File: src/rtl/io_flag_unit.sv
// Character I/O block of the basic computer. It holds INPR/OUTR and the FGI/FGO flags,
// with a small RX FIFO feeding INPR and a valid/ready transmit path driven from OUTR.
module io_flag_unit #(
    parameter int RX_DEPTH = 4,
    parameter int DW       = 8
) (
    input  logic          clk,
    input  logic          reset,
    input  logic [15:0]   bus_in,
    input  logic          inputr_s,
    input  logic [2:0]    outr_s,
    input  logic          ien,
    output logic [DW-1:0] inpr,
    output logic          fgi,
    output logic          fgo,
    output logic          int_req,
    input  logic [DW-1:0] ext_rx_data,
    input  logic          ext_rx_valid,
    output logic          ext_rx_ready,
    output logic [DW-1:0] ext_tx_data,
    output logic          ext_tx_valid,
    input  logic          ext_tx_ready,
    output logic          overrun
);
    localparam int AW = $clog2(RX_DEPTH);
    localparam logic [AW:0] FULL_COUNT = (AW+1)'(RX_DEPTH);

    localparam logic [0:0] ST_IDLE = 1'b0;
    localparam logic [0:0] ST_SEND = 1'b1;

    logic [DW-1:0] rx_mem [RX_DEPTH];

    logic [AW-1:0] wptr_q, wptr_d;
    logic [AW-1:0] rptr_q, rptr_d;
    logic [AW:0]   count_q, count_d;
    logic          rx_ready_q, rx_ready_d;
    logic [DW-1:0] inpr_q, inpr_d;
    logic          fgi_q, fgi_d;
    logic [DW-1:0] outr_q, outr_d;
    logic [0:0]    state_q, state_d;
    logic          overrun_q, overrun_d;
    logic          inputr_s_q, out_sel_q;

    logic out_sel, inp_ev, out_ev, push, pop;

    // Upper bus bits carry no meaning for an 8-bit character.
    logic unused_bus_hi;
    assign unused_bus_hi = ^bus_in[15:DW];

    always_comb begin
        out_sel = (outr_s == 3'b100);
        inp_ev  = inputr_s & ~inputr_s_q;
        out_ev  = out_sel & ~out_sel_q;
        push    = ext_rx_valid & rx_ready_q;
        // A pending INP blocks the reload so AC still sees the old character.
        pop     = ~fgi_q & (count_q != '0) & ~inp_ev;

        wptr_d  = push ? wptr_q + 1'b1 : wptr_q;
        rptr_d  = pop  ? rptr_q + 1'b1 : rptr_q;
        count_d = count_q;
        if (push && !pop) begin
            count_d = count_q + 1'b1;
        end else if (pop && !push) begin
            count_d = count_q - 1'b1;
        end
        rx_ready_d = (count_d != FULL_COUNT);

        inpr_d = inpr_q;
        fgi_d  = fgi_q;
        if (pop) begin
            inpr_d = rx_mem[rptr_q];
            fgi_d  = 1'b1;
        end else if (inp_ev) begin
            fgi_d = 1'b0;
        end

        outr_d    = outr_q;
        state_d   = state_q;
        overrun_d = overrun_q;
        case (state_q)
            ST_IDLE: begin
                if (out_ev) begin
                    outr_d  = bus_in[DW-1:0];
                    state_d = ST_SEND;
                end
            end
            default: begin
                if (out_ev) begin
                    overrun_d = 1'b1;
                end
                if (ext_tx_ready) begin
                    state_d = ST_IDLE;
                end
            end
        endcase
    end

    always_ff @(posedge clk) begin
        if (push) begin
            rx_mem[wptr_q] <= ext_rx_data;
        end
    end

    always_ff @(posedge clk) begin
        if (reset) begin
            wptr_q     <= '0;
            rptr_q     <= '0;
            count_q    <= '0;
            rx_ready_q <= 1'b0;
            inpr_q     <= '0;
            fgi_q      <= 1'b0;
            outr_q     <= '0;
            state_q    <= ST_IDLE;
            overrun_q  <= 1'b0;
            inputr_s_q <= 1'b0;
            out_sel_q  <= 1'b0;
        end else begin
            wptr_q     <= wptr_d;
            rptr_q     <= rptr_d;
            count_q    <= count_d;
            rx_ready_q <= rx_ready_d;
            inpr_q     <= inpr_d;
            fgi_q      <= fgi_d;
            outr_q     <= outr_d;
            state_q    <= state_d;
            overrun_q  <= overrun_d;
            inputr_s_q <= inputr_s;
            out_sel_q  <= out_sel;
        end
    end

    assign inpr         = inpr_q;
    assign fgi          = fgi_q;
    assign fgo          = (state_q == ST_IDLE);
    assign int_req      = ien & (fgi_q | fgo);
    assign ext_rx_ready = rx_ready_q;
    assign ext_tx_data  = outr_q;
    assign ext_tx_valid = (state_q == ST_SEND);
    assign overrun      = overrun_q;
endmodule

File: config.mk
export PLATFORM = sky130hd
export DESIGN_NAME = io_flag_unit
export DESIGN_NICKNAME = d
export VERILOG_FILES = /design/src/rtl/io_flag_unit.sv
export SDC_FILE = /design/constraint.sdc
export NUM_CORES = 1
export LEC_CHECK = 0
export CORE_MARGIN = 1.5
export CORE_UTILIZATION = 40
export CTS_CLUSTER_SIZE = 14
export DETAILED_ROUTE_END_ITERATION = 12
export DONT_BUFFER_PORTS = 1
export PLACE_DENSITY_LB_ADDON = 0.08
export SLEW_MARGIN = 15
export SYNTH_ARGS = -nofsm -noshare
export SYNTH_HDL_FRONTEND = slang
export SYNTH_SLANG_ARGS = --single-unit
export TNS_END_PERCENT = 100
File: constraint.sdc
create_clock -name clk -period 2.1 [get_ports clk]
set_input_delay 0.315 -clock clk [delete_from_list [all_inputs] [get_ports clk]]
set_output_delay 0.315 -clock clk [all_outputs]
set_load 0.02 [all_outputs]
### Yosys cells after proc, flatten, opt, wreduce, memory -nomap -nowiden

Memory sizes are Yosys's and may differ from the RTL's. A register that Yosys moved wholly into a read port is not among the register bits.
Cells that the tools add are included.

* flip-flop bits (word level): 21
* RAM bits: 32
* bits of input ports: 33
* logic and storage cells: 46
* memories: 1

Memory list
* rx_mem: depth 4, width 8, rd ports 1, clocked after Yosys merged registers in 1, write ports 1, RTL line 31 `logic [DW-1:0] rx_mem [RX_DEPTH];`

* add/sub/neg operators: 4
* eq/ne operators: 2
* muxes and demuxes: 9
* bitwise gates (word level): 12
* reductions and logical operators: 8

Operators by type and width (count)
* $mux 1: 7
* $and 1x1->1: 6
* $mux 3: 2
* $not 1->1: 5
* $add 2x1->2 const B: 2
* $reduce_and 2->1: 2
* $add 3x1->3 const B: 1
* $eq 3x3->1 const B: 1
* $ne 3x3->1 const B: 1
* $reduce_bool 3->1: 1
* $sub 3x1->3 const B: 1
* $logic_and 1x1->1: 2
* $logic_not 1->1: 2
* $reduce_bool 2->1: 1
* $or 1x1->1: 1

### Longest topological paths before layout

Gate-level depths: netlist of run 1.

* depth in word-level cells: 8
* depth in mapped cells: 7

### Least setup slack after synthesis of run 1

OpenSTA, ideal clock, no wires.

* path kind: register to register
* start point: register count_q[0]
* end point: register rx_ready_q (netlist: ext_rx_ready)
* setup time: 134 ps
* arrival time: 1452 ps
* data required time: 1966 ps
* slack: 515 ps
* stages on the path, launching flop included: 8
* period minus slack after synthesis: 1585 ps
* path through: dfxtp_1 -> inv_1 -> ha_1 -> nor2b_2 -> nor3_4 -> mux2i_1 -> xor2_1 -> a31oi_1

* cells in the longest elaborated chain, start to end: 7
* elaborated cells on any way between the ends: 11

Ends and longest elaborated chain
* start: declaration: RTL line 35 `logic [AW:0] count_q, count_d;`
* start signal: assignment: RTL line 120 `count_q <= count_d;`
* $reduce_bool 3->1: RTL line 56 `pop = ~fgi_q & (count_q != '0) & ~inp_ev;`
* $and 1x1->1 (2 in series): RTL line 56
* $logic_and 1x1->1 or $logic_not 1->1 (tied branches): RTL line 63, 61
* $mux 3 or $logic_and 1x1->1 (tied branches): RTL line 63, 61
* $mux 3 *: RTL line 61 `if (push && !pop) begin`
* $ne 3x3->1 *: RTL line 66 `rx_ready_d = (count_d != FULL_COUNT);`
* end signal: assignment: RTL line 121 `rx_ready_q <= rx_ready_d;`
* end: declaration: RTL line 36 `logic rx_ready_q, rx_ready_d;`

Every way passes the cells marked *; elsewhere a longest branch is shown, timed or not.
A chain may end at the register's enable or synchronous reset.

### Worst setup path after layout of run 1

Same ends and word-level chain as after synthesis.

==> reports/metrics.csv, run 1 <==
metric,value,unit
Tmin final,1820,ps
"Top FF cell, synth",edfxtp_1,
mux contribution to synthesized area,14.8,%
final net count,215,
hold path cells,1,
Area contributors post-synth,"edfxtp_1 (41%), dfxtp_1 (24%), mux4_2 (7.6%)",
cell area after synthesis,2370,sq um
Setup CP Type,reg -> reg,
core area,5610,sq um
"EDFF count, synth",32,
clock slew at reported path FFs,60,ps
share of layout cells above drive strength 1,18.3,%
DRC viols,0,
io pins,55,
drt pass-1 iters,4,
XOR/XNOR Fraction of Synth Area,2.22,%
cell taking the most area after synthesis,edfxtp_1,
switching power total,936,uW
n_diodes,0,
row count,27,
clock sink total,61,
Slew HR,66.5,%
Tot GR Track Use,13.8,%
Post-Synthesis Cells,166,
setup bufs post-CTS,0,
Worst-Skew Late Latency,310,ps
final core occ,46.7,%
final period utilization,86.6,%
H-tree lvl count,3,
clk root buf,clkbuf_8,
Post-Synth Simple-Gate Area,8.97,%
P_int,2.19,mW
Synth Net Count,206,
maximum clock frequency,550,MHz
post_cts resized,0,
"Req. time, crit path",2290,ps
Worst setup SP type,flop,
Hold Path Class,in -> reg,
Synth top area share,40.5,%
final setup TNS,0,ps
Leak,0.939,nW
main combinational cell family by area after synthesis,multiplexers,
global-route wire length before repair,6190,um
Avg Inst Size Synth,14.3,sq um
final setup violating endpoints,0,
Combinational Power Share,22.5,%
Seq pwr share,50.9,%
cell with the most instances after synthesis,edfxtp_1,
top post-synthesis cells by count,"edfxtp_1 (32), dfxtp_1 (29), nor2_1 (26)",
max-cap violations,0,
vias in the first global route,1286,
Critical Path End Type,flop,
Worst Clk Skew,5.23,ps
remaining antenna violation count,0,
TritonCTS buffer count,9,
status,"finished, final reports clean",
DP Wirelength,2750,um
pwr dens,1190,nW/um^2
"Hold Vio Cnt, Final",0,
synthesized flop and latch total,61,
GR Overflow Total,0,
ys async rst share,0,%
Routed WL,4040,um
die area,6400,sq um
post-synthesis sequential area ratio,65.0,%
RSZ-0062 raised after global routing,false,
Via Count,1264,
Sw Ratio,29.9,%
CP max FO,6,
Clk pwr share,26.6,%
final estimated routing congestion in global placement,0.671,
hold_buf cts,0,
DR WL/cell,16.0,um
YS warnings,0,
die width,80.0,um
initial core utilization,42.3,%
CTS tree,done,
Syn-to-layout area delta,10.5,%
Die Y,80.0,um
Synth cell types,28,
initial drt markers,50,
VDD IR max,469,uV
largest net degree at the start of global routing,30,
FF-to-FF path depth,7,
Worst-Margin Slew,502,ps
initial antenna violation count,0,
WP data arrival,2010,ps
Final Max Tran Viols,0,
total chip power,3.13,mW
Adder-Cell Fraction of Synth Area,4.17,%
Clock Path Buffers,2,
port bufs,0,
post-synthesis compound-gate area fraction,2.22,%
Vias/cell,5.02,
[critical path, stage by stage, from the launching register on]
cell and delay (ps):
dfxtp_1 390, inv_1 80, ha_1 190, nor2b_2 170, nor3_4 240, mux2i_1 270
xor2_1 230, a31oi_1 120
[state kept, by name (all words and copies together) (netlist names)]
signal,count
rx_mem,32
ext_tx_data,8
inpr,8
count_q,3
rptr_q,2
wptr_q,2
ext_rx_ready,1
ext_tx_valid,1
fgi,1
inputr_s_q,1
out_sel_q,1
overrun,1
[stage by stage]
stage	hold WS (ps)	worst slack [ps]	area (sq um)	cells
2_1_floorplan	414	515	2370	166
3_3_place_gp	386	397	2460	236
3_5_place_dp	388	313	2460	236
4_1_cts	40.9	290	2620	252
5_1_grt	37.9	147	2620	252
6_report	63.7	281	2620	252
[power by group through the flow]
stage | Clock (mW) | Sequential, mW | Combinational (mW)
after global placement | 0 | 1.61 | 0.688
after global routing | 0.924 | 1.61 | 0.784
final | 0.834 | 1.59 | 0.704
after CTS | 0.870 | 1.60 | 0.717
after detailed placement | 0 | 1.62 | 0.714
after floorplan | 0 | 1.57 | 0.603
[metal layers]
layer	global-route usage [%]	vias up	routed length (um)	part of all wire, %
li1	-	608	-	-
met1	14.5	604	1560	39
met2	23.5	48	2090	52
met3	5.37	4	348	8.6
met4	7.76	0	38	0.94
met5	0	-	0	0
[path summary, 6_finish.rpt]
check	start	to	slack, ps
max	count_q[0]$_SDFF_PP0_	ext_rx_ready$_SDFF_PP0_	280
min	reset	wptr_q[1]$_SDFFE_PP0P_	60
max reg2reg	count_q[0]$_SDFF_PP0_	ext_rx_ready$_SDFF_PP0_	280
min reg2reg	wptr_q[1]$_SDFFE_PP0P_	wptr_q[1]$_SDFFE_PP0P_	490
[kinds of logic (layout without fill, tap and decap cells)]
| kind of cell | after synthesis | in the layout |
|---|---|---|
| and+or+nand+nor | 43 | 43 |
| AOI/OAI and AO/OA | 9 | 9 |
| muxes | 25 | 25 |
| DFF | 61 | 61 |
| xor gates and xnor gates | 6 | 6 |
| buffers and inverters | 14 | 28 |
| adders and majority gates | 8 | 8 |
[final cells by class]
type / instances / area [sq um]
Fill cell: 520 / 2990
Sequential cell: 61 / 1540
Multi-Input combinational cell: 91 / 767
Clock buffer: 11 / 131
Tap cell: 72 / 90.1
Timing Repair Buffer: 5 / 37.5
Clock inverter: 5 / 27.5
Inverter: 7 / 26.3
[placed cells by master, fill, tap and decap left out, types with 5 or more instances in the layout]
master,instances
dfxtp_1,29
edfxtp_1,32
inv_1,7
mux2i_1,17
ha_1,7
mux4_2,8
clkbuf_8,9
nor2_1,26
buf_4,5
(Power assumes the default switching activity.)
==> inputs of run 2 (changes only) <==
==> constraint.sdc (replaced) <==
create_clock -name clk -period 2.1 [get_ports clk]
set_input_delay 0.21 -clock clk [delete_from_list [all_inputs] [get_ports clk]]
set_output_delay 0.21 -clock clk [all_outputs]
set_load 0.02 [all_outputs]
==> run 2 against run 1 <==
Net effect:
- final area increased by 3.8%
- count of clock-buffer cells in the layout shrank 1
- setup slack worse by 77 ps
- clock power up 1%
- non-clock buffer count up 10
- wire length rose by 0.67%
- die area unchanged
- maximum frequency shrank 4.0%
- sequential power barely moved
- core utilization rose by 1.8 points
- critical path depth fell by 4
- cell count increased by 4.0%
- critical endpoint is now inputr_s_q$_SDFF_PP0_
- largest cell class unchanged
==> reports/metrics.csv, run 2 (synthesized netlist as in run 1, its figures left out) <==
metric,value,unit,change
VDD IR max,502,uV,+7.1%
Vias/cell,4.99,,-0.47%
Final Max Tran Viols,0,,unchanged
clock slew at reported path FFs,70,ps,about the same
row count,27,,unchanged
Slew HR,27.0,%,-40 points
final setup violating endpoints,0,,unchanged
Critical Path End Type,flop,,
vias in the first global route,1321,,+2.7%
core area,5610,sq um,unchanged
TritonCTS buffer count,9,,unchanged
max-cap violations,0,,unchanged
DRC viols,0,,unchanged
global-route wire length before repair,6380,um,+3.1%
CP max FO,29,,+23
Tmin final,1900,ps,+76.6 ps
CTS tree,done,,
final estimated routing congestion in global placement,0.655,,-2.4%
RSZ-0062 raised after global routing,false,,
n_diodes,0,,unchanged
Largest Register,rx_mem,,
share of layout cells above drive strength 1,16.8,%,-1.5 points
initial core utilization,42.3,%,unchanged
Hold Path Class,in -> reg,,
most frequent cells in the layout,"edfxtp_1 (32), dfxtp_1 (29), nor2_1 (26), mux2i_1 (17), dlygate4sd3_1 (10)",,
Hold Slack,37.7,ps,-25.9 ps
clk root buf,clkbuf_8,,
clock sink total,61,,unchanged
Worst-Skew Late Latency,330,ps,+20 ps
post_cts resized,0,,unchanged
Worst-Margin Slew,1090,ps,+589 ps
Setup CP Type,in -> reg,,
Leak,0.980,nW,+4.4%
Worst Clk Skew,6.30,ps,+1.07 ps
port bufs,0,,unchanged
pwr dens,1160,nW/um^2,-2.6%
largest net degree at the start of global routing,30,,unchanged
DP Wirelength,2740,um,-0.24%
remaining antenna violation count,0,,unchanged
Routed WL,4070,um,+0.67%
Via Count,1308,,+3.5%
Syn-to-layout area delta,14.7,%,
Worst setup SP type,primary input,,
maximum clock frequency,528,MHz,-4.0%
initial antenna violation count,0,,unchanged
GR Overflow Total,0,,unchanged
fin cells,262,,+4.0%
status,"finished, final reports clean",,
Largest register FFs,32,,unchanged
"most common cell after layout, fill and taps aside",edfxtp_1,,
final setup TNS,0,ps,unchanged
drt pass-1 iters,4,,unchanged
Clock Path Buffers,2,,unchanged
die area,6400,sq um,unchanged
final net count,225,,+4.7%
Fillers,517,,-0.58%
WP data arrival,2110,ps,+100 ps
Tot GR Track Use,14.4,%,+0.52 points
die width,80.0,um,unchanged
setup bufs post-CTS,0,,unchanged
initial drt markers,44,,-12%
"Hold Vio Cnt, Final",0,,unchanged
Die Y,80.0,um,unchanged
H-tree lvl count,3,,unchanged
final period utilization,90.3,%,+3.6 points
hold_buf cts,10,,+10
DR WL/cell,15.5,um,-3.2%
DP Cell Count,236,,unchanged
total chip power,3.16,mW,+1.1%
"Req. time, crit path",2320,ps,+30 ps
io pins,55,,unchanged
-- run 2: cell type report --
class,count,area [sq um],share of cell area (%)
clock buffers,10,128,4.69
clock inverters,6,30.0,1.10
inverters,7,26.3,0.966
multi-input cells,91,767,28.2
flip-flops and latches,61,1540,56.7
well taps,72,90.1,3.31
repair buffers,15,138,5.06
-- run 2: metal layers --
layer	part of all wire, %	global-route usage [%]	vias up
met4	2.4	9.31	0
met3	8.0	5.26	9
met1	39	15.8	631
li1	-	-	623
met5	0	0	-
met2	51	23.2	45
-- run 2: metrics by stage --
stage,area (sq um),utilization [%],worst slack [ps]
after floorplan,2370,-,515
after global placement,2460,43.9,397
after detailed placement,2460,43.9,364
after CTS,2720,48.5,198
after global routing,2720,48.5,88.8
final,2720,48.5,205
-- run 2: path summary, 6_finish.rpt --
| path | from | endpoint | slack [ps] | cells after the start |
|---|---|---|---|---|
| min | bus_in[3] | ext_tx_data[3]$_SDFFE_PP0P_ | 40 | 2 |
| min reg2reg | wptr_q[1]$_SDFFE_PP0P_ | wptr_q[1]$_SDFFE_PP0P_ | 500 | 2 |
| max | reset | inputr_s_q$_SDFF_PP0_ | 200 | 3 |
| max reg2reg | count_q[0]$_SDFF_PP0_ | ext_rx_ready$_SDFF_PP0_ | 330 | 7 |
-- run 2: report_power, final --
| part | leakage (nW) | switching, mW | internal [mW] |
|---|---|---|---|
| combinational | 0.371 | 0.344 | 0.385 |
| clock | 0.0809 | 0.432 | 0.413 |
| sequential | 0.528 | 0.190 | 1.40 |
| total | 0.980 | 0.965 | 2.20 |
-- run 2: worst max-delay path, cell delays in order --
cell,delay [ps]
dlygate4sd3_1,1260
nor2b_2,60
dlygate4sd3_1,580
==> inputs of run 3 (changes only) <==
- CORE_UTILIZATION: 40 -> 50
- CTS_BUF_LIST: unset -> sky130_fd_sc_hd__clkbuf_8 sky130_fd_sc_hd__clkbuf_16
==> run 3 against run 2 <==
Net effect:
- die area down 19%
- via count down 2.1%
- worst hold slack lost 3.4 ps
- setup slack improved by 60 ps
- clock skew grew 4.0 ps
- register-to-register slack worse by 70 ps
- power rose by 3.6%
- global-route usage up 2.6 points
- core utilization is 12 points higher
- critical path type is now reg -> reg
- critical endpoint is now ext_rx_ready$_SDFF_PP0_
- largest cell class unchanged
==> reports/metrics.csv, run 3 (synthesized netlist as in run 1, its figures left out) <==
metric,value,unit,change
row count,24,,-11%
crit-path max cell delay,330,ps,-930 ps
DR WL/cell,15.6,um,+0.39%
pwr dens,1200,nW/um^2,+3.5%
"Hold Vio Cnt, Final",0,,unchanged
DRC viols,0,,unchanged
DP Wirelength,2460,um,-10%
io pins,55,,unchanged
Worst-Margin Slew,1030,ps,-56.7 ps
"Req. time, crit path",2270,ps,-50 ps
clk root buf,clkbuf_8,,
Vias/cell,5.34,,+6.9%
final setup TNS,0,ps,unchanged
Syn-to-layout area delta,14.8,%,about the same
largest net degree at the start of global routing,30,,unchanged
Hold Slack,34.3,ps,-3.42 ps
CP cell instances,"inv_1, ha_1, nor2b_2, nor3_4, buf_4, maj3_2, o22ai_1, a31oi_1",,
n_diodes,0,,unchanged
CP top delay family,adder cells,,
Routed WL,3740,um,-8.0%
Critical Path End Type,flop,,
Largest Register,rx_mem,,
final estimated routing congestion in global placement,0.714,,+8.9%
clock slew at reported path FFs,60,ps,about the same
die area,5170,sq um,-19%
vias in the first global route,1332,,+0.83%
share of layout cells above drive strength 1,16.0,%,-0.88 points
most frequent cells in the layout,"edfxtp_1 (32), dfxtp_1 (29), nor2_1 (26), mux2i_1 (17), dlygate4sd3_1 (10)",,
status,"finished, final reports clean",,
max-cap violations,0,,unchanged
core area,4470,sq um,-20%
TritonCTS buffer count,9,,unchanged
Worst setup SP type,flop,,
Worst-Skew Late Latency,330,ps,about the same
Final Max Tran Viols,0,,unchanged
global-route wire length before repair,6200,um,-2.9%
Tmin final,1840,ps,-59.8 ps
initial drt markers,62,,+41%
VDD IR max,629,uV,+25%
Setup CP Type,reg -> reg,,
Leak,0.983,nW,+0.34%
CP max FO,7,,-76%
Via Count,1281,,-2.1%
initial antenna violation count,0,,unchanged
Worst Clk Skew,10.3,ps,+4.04 ps
CTS tree,done,,
maximum clock frequency,545,MHz,+3.3%
H-tree lvl count,3,,unchanged
final net count,224,,-0.44%
clock sink total,61,,unchanged
final setup violating endpoints,0,,unchanged
Multi-input gate area,767,sq um,unchanged
CP bufs+invs,2,,unchanged
"most common cell after layout, fill and taps aside",edfxtp_1,,
initial core utilization,53.0,%,+11 points
remaining antenna violation count,0,,unchanged
GR Overflow Total,0,,unchanged
Die Y,71.9,um,-10%
drt pass-1 iters,4,,unchanged
port bufs,0,,unchanged
final period utilization,87.4,%,-2.8 points
Register Area,1540,sq um,unchanged
Clock Path Buffers,2,,unchanged
Hold Path Class,in -> reg,,
Tot GR Track Use,16.9,%,+2.6 points
Slew HR,30.8,%,+3.8 points
Largest register FFs,32,,unchanged
die width,71.9,um,-10%
Fillers,344,,-33%
Worst path slowest cell,dfxtp_1,,
WP data arrival,2000,ps,-110 ps
RSZ-0062 raised after global routing,false,,
run 3: changes by cell type in the layout (fill, tap and decap cells not counted), sizes merged:
| cell | delta |
|---|---|
| buf | -1 |
| clkinv | -3 |
| clkinvlp | +1 |
| bufinv | +1 |
| clkbuf | -1 |
| inv | +1 |
run 3: metrics by stage:
step	setup slack (ps)	instance area (sq um)	total power, mW	instances	util (%)
2_1_floorplan	515	2370	2.17	166	-
3_3_place_gp	395	2440	2.31	215	54.6
3_5_place_dp	329	2440	2.34	215	54.6
4_1_cts	263	2720	3.33	240	60.9
5_1_grt	156	2720	3.47	240	60.9
6_report	264	2720	3.28	240	60.9
run 3: layer usage:
layer	global-route usage [%]	up-vias	routed length [um]
li1	-	621	-
met1	18.6	601	1510
met2	27.5	51	1870
met3	8.30	8	318
met4	8.18	0	40
met5	0	-	0
run 3: area by class of cell:
class | instances | share of cell area (%)
Clock buffer | 9 | 4.55
Inverter | 7 | 0.965
Timing Repair Buffer | 14 | 5.24
Sequential cell | 61 | 56.6
Tap cell | 52 | 2.39
Multi-Input combinational cell | 91 | 28.2
Clock inverter | 6 | 2.07
run 3: power by group:
part | internal [mW] | switching, mW | total (mW)
combinational | 0.396 | 0.331 | 0.727
sequential | 1.40 | 0.208 | 1.61
clock | 0.528 | 0.415 | 0.943
total | 2.33 | 0.953 | 3.28
run 3: repair_timing:
action | CTS | global route
endpoints found under the hold margin | 61 | 0
setup endpoints to repair | 0 | 0
gates resized for setup | 0 | 0
buffers inserted | 0 | 0
hold buffers | 10 | 0
run 3: final timing paths:
path / depth (start not counted) / slack, ps / startpoint / to
max: 8 / 260 / count_q[1]$_SDFF_PP0_ / ext_rx_ready$_SDFF_PP0_
min: 2 / 30 / bus_in[4] / ext_tx_data[4]$_SDFFE_PP0P_
max reg2reg: 8 / 260 / count_q[1]$_SDFF_PP0_ / ext_rx_ready$_SDFF_PP0_
min reg2reg: 2 / 530 / wptr_q[1]$_SDFFE_PP0P_ / wptr_q[1]$_SDFFE_PP0P_
